File: config.mk
export PLATFORM = sky130hd
export DESIGN_NAME = gerenciador_rolhas
export DESIGN_NICKNAME = d
export VERILOG_FILES = /design/src/rtl/gerenciador_rolhas.sv
export SDC_FILE = /design/constraint.sdc
export NUM_CORES = 1
export LEC_CHECK = 0
export BUFFER_PORTS_ARGS = -buffer_cell sky130_fd_sc_hd__buf_2
export CAP_MARGIN = 20
export CORE_UTILIZATION = 35
export DETAILED_ROUTE_END_ITERATION = 10
export PLACE_DENSITY = 0.54
export SYNTH_ARGS = -nofsm -noshare
export SYNTH_HDL_FRONTEND = slang
export SYNTH_SLANG_ARGS = --single-unit
File: constraint.sdc
create_clock -name clk -period 2.1 [get_ports clk]
set_input_delay 0.105 -clock clk [delete_from_list [all_inputs] [get_ports clk]]
set_output_delay 0.105 -clock clk [all_outputs]
set_load 0.05 [all_outputs]
File: src/rtl/gerenciador_rolhas.sv
// Cork magazine manager: dispenses one cork per request handshake and refills
// the magazine on operator pulse or automatically when stock runs low.
module gerenciador_rolhas #(
    parameter int CAPACIDADE    = 15,
    parameter int LOTE          = 5,
    parameter int NIVEL_MIN     = 3,
    parameter int TEMPO_ENTREGA = 10000000,
    parameter int TEMPO_RECARGA = 50000000
) (
    input  logic       clk,
    input  logic       reset,
    input  logic       pedido_rolha,
    input  logic       pulso_recarga,
    input  logic       habilitar_auto,
    output logic       rolha_entregue,
    output logic       alarme_rolha,
    output logic       recarregando,
    output logic       recarga_ignorada,
    output logic [4:0] estoque
);

    typedef enum logic [2:0] {
        OCIOSO,
        ENTREGANDO,
        CONFIRMA,
        AGUARDA_LIBERA,
        RECARGA
    } estado_t;

    localparam logic [4:0]  CAP5        = 5'(CAPACIDADE);
    localparam logic [5:0]  CAP6        = 6'(CAPACIDADE);
    localparam logic [5:0]  NIVEL6      = 6'(NIVEL_MIN);
    localparam logic [5:0]  LOTE6       = 6'(LOTE);
    localparam logic [31:0] FIM_ENTREGA = 32'(TEMPO_ENTREGA - 1);
    localparam logic [31:0] FIM_RECARGA = 32'(TEMPO_RECARGA - 1);

    estado_t     state_reg, state_next;
    logic [31:0] timer_reg, timer_next;
    logic [4:0]  estoque_reg, estoque_next;
    logic        pendente_reg, pendente_next;
    logic        ignorada_reg, ignorada_next;
    logic        precisa_recarga;
    logic [5:0]  soma;

    // Six-bit sum so that stock + batch can exceed the capacity without wrapping.
    assign soma = {1'b0, estoque_reg} + LOTE6;

    always_ff @(posedge clk or negedge reset) begin
        if (!reset) begin
            state_reg    <= OCIOSO;
            timer_reg    <= '0;
            estoque_reg  <= CAP5;
            pendente_reg <= 1'b0;
            ignorada_reg <= 1'b0;
        end else begin
            state_reg    <= state_next;
            timer_reg    <= timer_next;
            estoque_reg  <= estoque_next;
            pendente_reg <= pendente_next;
            ignorada_reg <= ignorada_next;
        end
    end

    always_comb begin
        state_next      = state_reg;
        timer_next      = '0;
        estoque_next    = estoque_reg;
        pendente_next   = pendente_reg | pulso_recarga;
        ignorada_next   = 1'b0;
        precisa_recarga = pendente_reg |
                          (habilitar_auto & ({1'b0, estoque_reg} < NIVEL6));

        case (state_reg)
            OCIOSO: begin
                if (estoque_reg == 5'd0 && precisa_recarga) begin
                    state_next    = RECARGA;
                    pendente_next = pulso_recarga;
                end else if (pedido_rolha && estoque_reg != 5'd0) begin
                    state_next = ENTREGANDO;
                end else if (precisa_recarga) begin
                    // A pulse landing in the same cycle survives the clear.
                    pendente_next = pulso_recarga;
                    if (estoque_reg == CAP5) begin
                        ignorada_next = 1'b1;
                    end else begin
                        state_next = RECARGA;
                    end
                end
            end
            ENTREGANDO: begin
                if (timer_reg == FIM_ENTREGA) begin
                    state_next = CONFIRMA;
                end else begin
                    timer_next = timer_reg + 32'd1;
                end
            end
            CONFIRMA: begin
                if (estoque_reg != 5'd0) begin
                    estoque_next = estoque_reg - 5'd1;
                end
                state_next = AGUARDA_LIBERA;
            end
            AGUARDA_LIBERA: begin
                if (!pedido_rolha) begin
                    state_next = OCIOSO;
                end
            end
            RECARGA: begin
                if (timer_reg == FIM_RECARGA) begin
                    estoque_next = (soma > CAP6) ? CAP5 : soma[4:0];
                    state_next   = OCIOSO;
                end else begin
                    timer_next = timer_reg + 32'd1;
                end
            end
            default: state_next = OCIOSO;
        endcase
    end

    assign rolha_entregue   = (state_reg == CONFIRMA);
    assign recarregando     = (state_reg == RECARGA);
    assign alarme_rolha     = (estoque_reg == 5'd0);
    assign recarga_ignorada = ignorada_reg;
    assign estoque          = estoque_reg;

endmodule

==> run_results.csv, run 1 <==
group,metric,value,unit
route,wl_per_cell,14.7,um
cts,cts_buffers,5,
global_routing,grt_pass1_wl,9490,um
outcome,status,"complete, but fails checks",
worst_setup_path,cp.required,2.33,ns
synth,ys_types,47,
worst_setup_path,start_kind,"flip-flop",
sta,setup_tns,0,ns
power,p_total,1.77,mW
worst_setup_path,crit_type,"flip-flop to flip-flop",
layout,largest_reg_flops,32,
cts,cts_tree,"built",
sta,fmax,500,MHz
cts,h-tree-depth,2,
hold_path,min_path_type,"input port to flip-flop",
die,io_pins,14,
synth,syn_area_per_cell,9.45,um2
synth,synth_top_area_share,39.6,%
sta,period_share,95.2,%
layout,stdcell_count,370,
synth,syn_inst,254,
synth,yosysTopAreaCell,"dfrtp_1",
worst_setup_path,cp-end-kind,"flip-flop",
cts,clkSinkCount,42,
worst_setup_path,arrival,2.23,ns
place,dp_cells,359,
route,dr.pass1.iters,9,
place,port_buffers,13,
global_routing,grt_pass1_vias,1981,
layout,drive_gt1_share,21.8,%
layout,final_nets,301,
sta,rsz0062_at_grt,"false",
cts,max-clock-path-buffers,2,
global_routing,antenna_found_initial,0,
synth,async_reset_ff_share,100,%
die,die_w,84.8,um
route,drc_errors,4,
sta,fin_hold_ws,0.193,ns
global_routing,grt_max_degree,33,
worst_setup_path,cp_max_fo,7,
die,die_y,84.8,um
global_routing,grtUsageMet1,23.1,%
layout,area_growth,20.5,%
cts,clkTransAtPathRegs,0.08,ns
synth,syn_area,2400,um2
synth,synth_ff_type,"dfrtp_1",
power,p_leak,1.30,nW
sta,slew_viol_final,0,
cts,clock-root-buffer,"clkbuf_8",
sta,hold_viol_final,0,
power,pwr_density_cell,612,nW/um2
synth,yosys-top-cells-count,"nor2_1, dfrtp_1, xor2_1",
route,viasPerCell,5.35,
synth,ys_ff_latch,42,
sta,layout_min_cycle_time,2.00,ns
synth,synth.most_common_cell,"nor2_1",
sta,fin_skew,0.00699,ns
synth,synth_warnings,0,
place,gp_congestion,0.862,
cts,insertion_delay,0.30,ns
outcome,violations,"design-rule violations",
synth,synth_edf_count,0,
route,vias,1980,
layout,n_antenna_cell,0,
synth,seq_area_frac_synth,44.0,%
route,ant_nets,0,
sta,setup_viol,0,
global_routing,gr-usage-met3,3.24,%
place,hpwlAfterDp,3900,um
synth,syn_nets,263,
global_routing,use_met2,25.7,%
die,start_util,36.9,%
route,drtIter0Drc,99,
sta,slew_headroom,56.7,%
power,ir_worst_vdd,0.248,mV
sta,worst_pin_slew,0.650,ns
die,num_rows,29,
flow_run,drv_cap,0,
global_routing,grt.busiest_layer,"met2",
route,drt-total-wl,5420,um
die,core_area,6490,um2
die,dieArea,7190,um2
global_routing,overflow,0,
global_routing,grt_usage,16.6,%
synth,ys_top_cells_by_area,"dfrtp_1, xor2_1, nor2_1",
==> cell usage in the layout (no fill, tap or decap), types with 6 or more instances in the layout <==
cell	instances
and3_1	7
nor3_1	9
xnor2_1	8
inv_1	7
nand4_1	13
nand3_1	18
nand2_1	21
nor2_1	43
xor2_1	23
dfrtp_1	36
buf_2	13
buf_4	23
clkbuf_8	6
==> logic make-up after synthesis <==
kind of cell	share of synthesized area [%]
fa+ha+maj	2.09
buf+inv	3.34
xor+xnor	11.3
mux	1.88
simple gates	32.4
compound gates	5.01
flops	44.0
==> cell type report <==
cell class                 count  area, um2
multi-input combinational    196       1300
clock buffer                   7       86.3
inverter                       7       26.3
sequential                    42       1060
clock inverter                 1       30.0
fill                         631       3600
timing repair buffer          40        298
tap                           77       96.3
==> worst max-delay path, cell delays in order (launching register included) <==
cell and delay (ns):
dfstp_2 0.41, inv_1 0.09, ha_1 0.13, or4b_4 0.47, and2_4 0.19, or2_1 0.32
mux2_4 0.33
==> report_power, final <==
part / leakage, nW / switching, mW / internal (mW)
sequential: 0.552 / 0.0573 / 0.859
combinational: 0.688 / 0.0926 / 0.0860
clock: 0.0585 / 0.288 / 0.388
==> worst paths after layout <==
check	start	to	slack [ns]	cells after the start
min in group asynchronous	reset	timer_reg[4]	0.37	2
max in group asynchronous	reset	timer_reg[0]	1.21	3
worst min register to register	timer_reg[0]	timer_reg[0]	0.49	1
worst max-delay path	estoque[1]	estoque[3]	0.10	6
worst max register to register	estoque[1]	estoque[3]	0.10	6
worst min-delay path	pedido_rolha	state_reg[1]	0.19	3
==> through the flow <==
step / setup slack, ns / utilization (%) / area (um2)
final: 0.101 / 44.5 / 2890
after global routing: 0.00416 / 44.5 / 2890
after CTS: 0.0138 / 44.0 / 2860
after detailed placement: 0.0371 / 41.9 / 2720
after global placement: 0.0274 / 41.9 / 2720
after floorplan: 0.0101 / - / 2410
==> per-layer routing <==
metal / routed length, um / vias to the layer above / share of wire, %
met5: 0 / - / 0
met4: 64 / 0 / 1.2
met3: 218 / 8 / 4.0
met2: 2450 / 40 / 45
met1: 2690 / 966 / 50
li1: - / 966 / -
==> timing repair <==
item	4_1_cts	5_1_grt
gates resized for setup	0	5
setup endpoints to repair	0	35
hold buffers	2	0
endpoints found under the hold margin	23	0
buffers inserted	0	1
No activity file was read; power rests on OpenSTA's default activity.
==> run 2, diff against run 1 <==
Settings changed: PLACE_DENSITY 0.54 to 0.52.
Clock period 2.1 ns to 2.6 ns, I/O delays scaled along.
==> run 2 against run 1 <==
The flow still finishes with violations (design-rule violations). Clock skew down 0.00055 ns. Non-clock buffer count shrank 23. Flip-flop and latch count stayed put. Global-route usage is 1.5 points lower. Routed wire length fell by 10%. Clock power is 28% lower.
==> run_results.csv, run 2 (synthesis gave the netlist of run 1 again) <==
group,metric,value,unit
outcome,status,"complete, but fails checks",
outcome,violations,"design-rule violations",
layout,final_cell_mix,"nor2_1, dfrtp_1, xor2_1, nand2_1, nand3_1",
global_routing,overflow,0,
cts,clkTransAtPathRegs,0.08,ns
sta,setup_tns,0,ns
sta,setup_viol,0,
layout,multiInputGateArea,1260,um2
power,clock_power_share,36.2,%
route,ant_nets,0,
sta,hold_viol_final,0,
layout,drive_gt1_share,13.7,%
layout,final_util,41.0,%
power,p_switching,0.330,mW
sta,rsz0062_at_grt,"false",
place,gp_congestion,0.768,
cts,postCtsSetupBuffers,0,
layout,filler_cell_count,681,
cts,cts_tree,"built",
global_routing,grt_pass1_vias,1773,
worst_setup_path,start_kind,"flip-flop",
power,p_total,1.34,mW
route,wl_per_cell,14.0,um
global_routing,antenna_found_initial,0,
worst_setup_path,crit_type,"flip-flop to flip-flop",
worst_setup_path,arrival,2.40,ns
global_routing,grt_max_degree,43,
route,drc_errors,4,
route,dr.pass1.iters,9,
sta,fin_skew,0.00644,ns
die,num_rows,29,
sta,fin_hold_ws,0.0184,ns
power,seq_power_share,55.2,%
layout,largest_reg_flops,32,
cts,max-clock-path-buffers,2,
cts,insertion_delay,0.29,ns
cts,clock-root-buffer,"clkbuf_8",
cts,cts_buffers,5,
sta,period_share,85.8,%
power,pwr_density_cell,504,nW/um2
layout,n_antenna_cell,0,
cts,hold_buffers,0,
cts,clkSinkCount,42,
die,io_pins,14,
layout,final_common_cell,"nor2_1",
power,pwr-share-comb,8.5,%
route,drtIter0Drc,101,
route,viasPerCell,5.30,
cts,h-tree-depth,2,
die,die_y,84.8,um
sta,layout_min_cycle_time,2.23,ns
power,p_leak,1.17,nW
die,dieArea,7190,um2
layout,area_growth,10.9,%
layout,final_nets,278,
sta,worst_pin_slew,0.662,ns
hold_path,min_path_type,"input port to flip-flop",
die,start_util,36.9,%
power,p_int,1.01,mW
global_routing,grt_pass1_wl,8510,um
sta,fmax,448,MHz
worst_setup_path,cp-end-kind,"flip-flop",
global_routing,grt_usage,15.0,%
worst_setup_path,cp.required,2.77,ns
layout,stdcell_area,2660,um2
place,port_buffers,13,
route,drt-total-wl,4860,um
die,core_area,6490,um2
route,vias,1839,
cts,ctsResizeCount,0,
power,sw_frac_of_total,24.6,%
flow_run,drv_cap,0,
power,ir_worst_vdd,0.367,mV
sta,slew_viol_final,0,
worst_setup_path,cp_max_fo,32,
die,die_w,84.8,um
sta,slew_headroom,55.7,%
place,dpl_cell_area,2520,um2
place,hpwlAfterDp,3320,um
layout,regArea,1060,um2
-- run 2: cell types whose count changed in the layout (fill, tap and decap cells not counted), sizes merged --
cell | previous run | this run
buf | 38 | 16
bufinv | 1 | 0
clkbuf | 7 | 8
dlygate4sd3 | 2 | 1
-- run 2: stage by stage --
| stage | instances | setup slack (ns) |
|---|---|---|
| final | 347 | 0.369 |
| after global routing | 347 | 0.161 |
| after CTS | 345 | 0.342 |
| after detailed placement | 337 | 0.373 |
| after global placement | 337 | 0.352 |
| after floorplan | 254 | 0.0178 |
-- run 2: per-layer routing --
metal	wire [um]	track usage, %	vias up
met2	2210	23.1	35
met3	155	2.95	5
met1	2430	20.9	879
met4	61	6.01	0
li1	-	-	920
met5	0	0	-
-- run 2: worst paths after layout --
kind	from	to	slack, ns	depth (start not counted)
max in group asynchronous	reset	estoque[1]	1.74	3
min in group asynchronous	reset	recarga_ignorada	0.30	2
worst max-delay path	timer_reg[0]	timer_reg[20]	0.37	7
worst max register to register	timer_reg[0]	timer_reg[20]	0.37	7
worst min-delay path	pulso_recarga	pendente_reg	0.02	2
worst min register to register	pendente_reg	pendente_reg	0.51	1
-- run 2: worst max-delay path, cell delays in order (launching register included) --
cell     delay, ns
dfrtp_1       0.43
ha_1          0.27
and2_1        0.20
nand2_1       0.08
nor4_1        0.51
o32a_1        0.22
buf_4         0.31
nor2_1        0.09
-- run 2: area by class of cell --
class | instances | share of cell area (%)
clock buffers | 8 | 4.14
inverters | 7 | 0.987
multi-input cells | 196 | 47.5
well taps | 77 | 3.62
flip-flops and latches | 42 | 39.7
repair buffers | 17 | 4.14
-- run 2: power groups by stage --
stage / registers [mW] / logic (mW) / clock network (mW)
3_3_place_gp: 0.752 / 0.112 / 0
2_1_floorplan: 0.742 / 0.0817 / 0
5_1_grt: 0.746 / 0.133 / 0.536
3_5_place_dp: 0.754 / 0.112 / 0
4_1_cts: 0.742 / 0.113 / 0.512
6_report: 0.741 / 0.115 / 0.486
==> run 3, diff against run 2 <==
Settings changed: BUFFER_PORTS_ARGS -buffer_cell sky130_fd_sc_hd__buf_2 to not set, DONT_BUFFER_PORTS set to 1, GPL_TIMING_DRIVEN set to 0, PLACE_DENSITY 0.52 to 0.5.
==> run 3 against run 2 <==
The run still ends with design-rule violations left. Hold slack gained 0.041 ns. Sequential share of layout area is 0.11 points higher. Cell count fell by 1.4%. Combinational power up 5%. Total power rose by 3.3%. Register-to-register slack worse by 0.07 ns. Count of clock-buffer cells in the layout shrank 1. Sequential power about the same. Non-clock buffer count decreased by 5. Clock power increased by 8.4%. Fmax decreased by 3.2%. Critical endpoint is now estoque[1]. Die area unchanged.
==> run_results.csv, run 3 (synthesis gave the netlist of run 1 again) <==
group,metric,value,unit
power,pwr_density_cell,522,nW/um2
cts,h-tree-depth,2,
cts,insertion_delay,0.30,ns
layout,final_common_cell,"nor2_1",
die,die_y,84.8,um
layout,final_cell_mix,"nor2_1, dfrtp_1, xor2_1, nand2_1, nand3_1",
cts,clkTransAtPathRegs,0.09,ns
layout,final_util,40.9,%
global_routing,grt_pass1_wl,8890,um
place,hpwlAfterDp,3680,um
layout,area_growth,10.6,%
layout,final_nets,273,
worst_setup_path,cp_max_fo,9,
place,port_buffers,0,
route,wl_per_cell,15.6,um
cts,cts_tree,"built",
place,gp_congestion,0.746,
sta,hold_viol_final,0,
die,start_util,36.9,%
sta,fmax,434,MHz
worst_setup_path,cp-end-kind,"flip-flop",
route,drt-total-wl,5350,um
global_routing,grt_max_degree,43,
sta,fin_skew,0.00985,ns
sta,period_share,88.6,%
outcome,status,"complete, but fails checks",
outcome,violations,"design-rule violations",
sta,slew_headroom,39.7,%
route,drtIter0Drc,97,
cts,clock-root-buffer,"clkbuf_8",
flow_run,drv_cap,0,
worst_setup_path,start_kind,"flip-flop",
die,io_pins,14,
power,p_leak,1.14,nW
place,detailedPlace.worstSlack,0.281,ns
sta,worst_pin_slew,0.901,ns
die,die_w,84.8,um
worst_setup_path,arrival,2.54,ns
power,p_total,1.39,mW
sta,slew_viol_final,0,
global_routing,antenna_found_initial,0,
global_routing,grt_pass1_vias,1795,
cts,max-clock-path-buffers,2,
route,viasPerCell,5.34,
hold_path,min_path_type,"input port to flip-flop",
power,ir_worst_vdd,0.278,mV
sta,setup_viol,0,
route,ant_nets,0,
route,vias,1825,
layout,largest_reg_flops,32,
route,dr.pass1.iters,7,
layout,drive_gt1_share,10.2,%
cts,clkSinkCount,42,
sta,rsz0062_at_grt,"false",
global_routing,grt_usage,15.8,%
sta,layout_min_cycle_time,2.30,ns
worst_setup_path,crit_type,"flip-flop to flip-flop",
die,core_area,6490,um2
cts,ctsResizeCount,0,
layout,n_antenna_cell,0,
die,dieArea,7190,um2
cts,cts_buffers,5,
global_routing,overflow,0,
sta,worst_slack,0.296,ns
route,drc_errors,3,
worst_setup_path,cp.required,2.84,ns
die,num_rows,29,
## run 3: changes by cell type in the layout (fill, tap and decap cells not counted), moves of 2 or more
cell and change:
buf_4 -2, buf_6 +2, clkbuf_1 +5, clkbuf_8 -3, buf_2 -10
## run 3: path summary, 6_finish.rpt
check,start,slack [ns],cells after the start,to
worst max-delay path,estoque[4],0.30,6,estoque[1]
worst min-delay path,pedido_rolha,0.06,3,recarga_ignorada
worst max register to register,estoque[4],0.30,6,estoque[1]
worst min register to register,pendente_reg,0.50,1,pendente_reg
max in group asynchronous,reset,2.00,2,estoque[2]
min in group asynchronous,reset,0.33,2,timer_reg[29]
## run 3: cell type report
type	instances	area [um2]
well taps	77	96.3
repair buffers	3	47.5
clock inverters	1	30.0
flip-flops and latches	42	1060
inverters	7	26.3
plain buffers	9	53.8
fillers	648	3840
multi-input cells	196	1270
clock buffers	7	76.3
## run 3: repair_timing
action / in CTS / in global routing
buffers inserted: 0 / 0
hold buffers: 3 / 0
endpoints found under the hold margin: 43 / 0
## run 3: critical path, stage by stage (launching register included)
cell and delay (ns):
dfrtp_1 0.57, clkbuf_1 0.28, or4b_4 0.55, and2_4 0.19, or2_1 0.23, buf_6 0.14
mux2_4 0.29
## run 3: report_power, final
part	internal [mW]	switching (mW)	leakage (nW)	total [mW]
logic	0.0511	0.0695	0.534	0.121
clock network	0.288	0.239	0.0524	0.527
registers	0.693	0.0464	0.555	0.740
total	1.03	0.355	1.14	1.39
## run 3: through the flow
step | cell area (um2) | TNS (ns) | std cells | hold slack (ns)
5_1_grt | 2660 | 0 | 342 | 0.0884
4_1_cts | 2660 | 0 | 342 | 0.0581
3_3_place_gp | 2500 | -0.441 | 331 | -0.165
6_report | 2660 | 0 | 342 | 0.0598
3_5_place_dp | 2500 | 0 | 331 | -0.165
2_1_floorplan | 2400 | 0 | 254 | -0.166
## run 3: layer usage
layer  up-vias  wire (um)  share of wire, %  track usage (%)
li1        910          -                 -                -
met4         0         61               1.1             4.62
met5         -          0                 0                0
met3         6        158               3.0             3.44
met1       882       2740                51             22.6
met2        27       2390                45             24.1
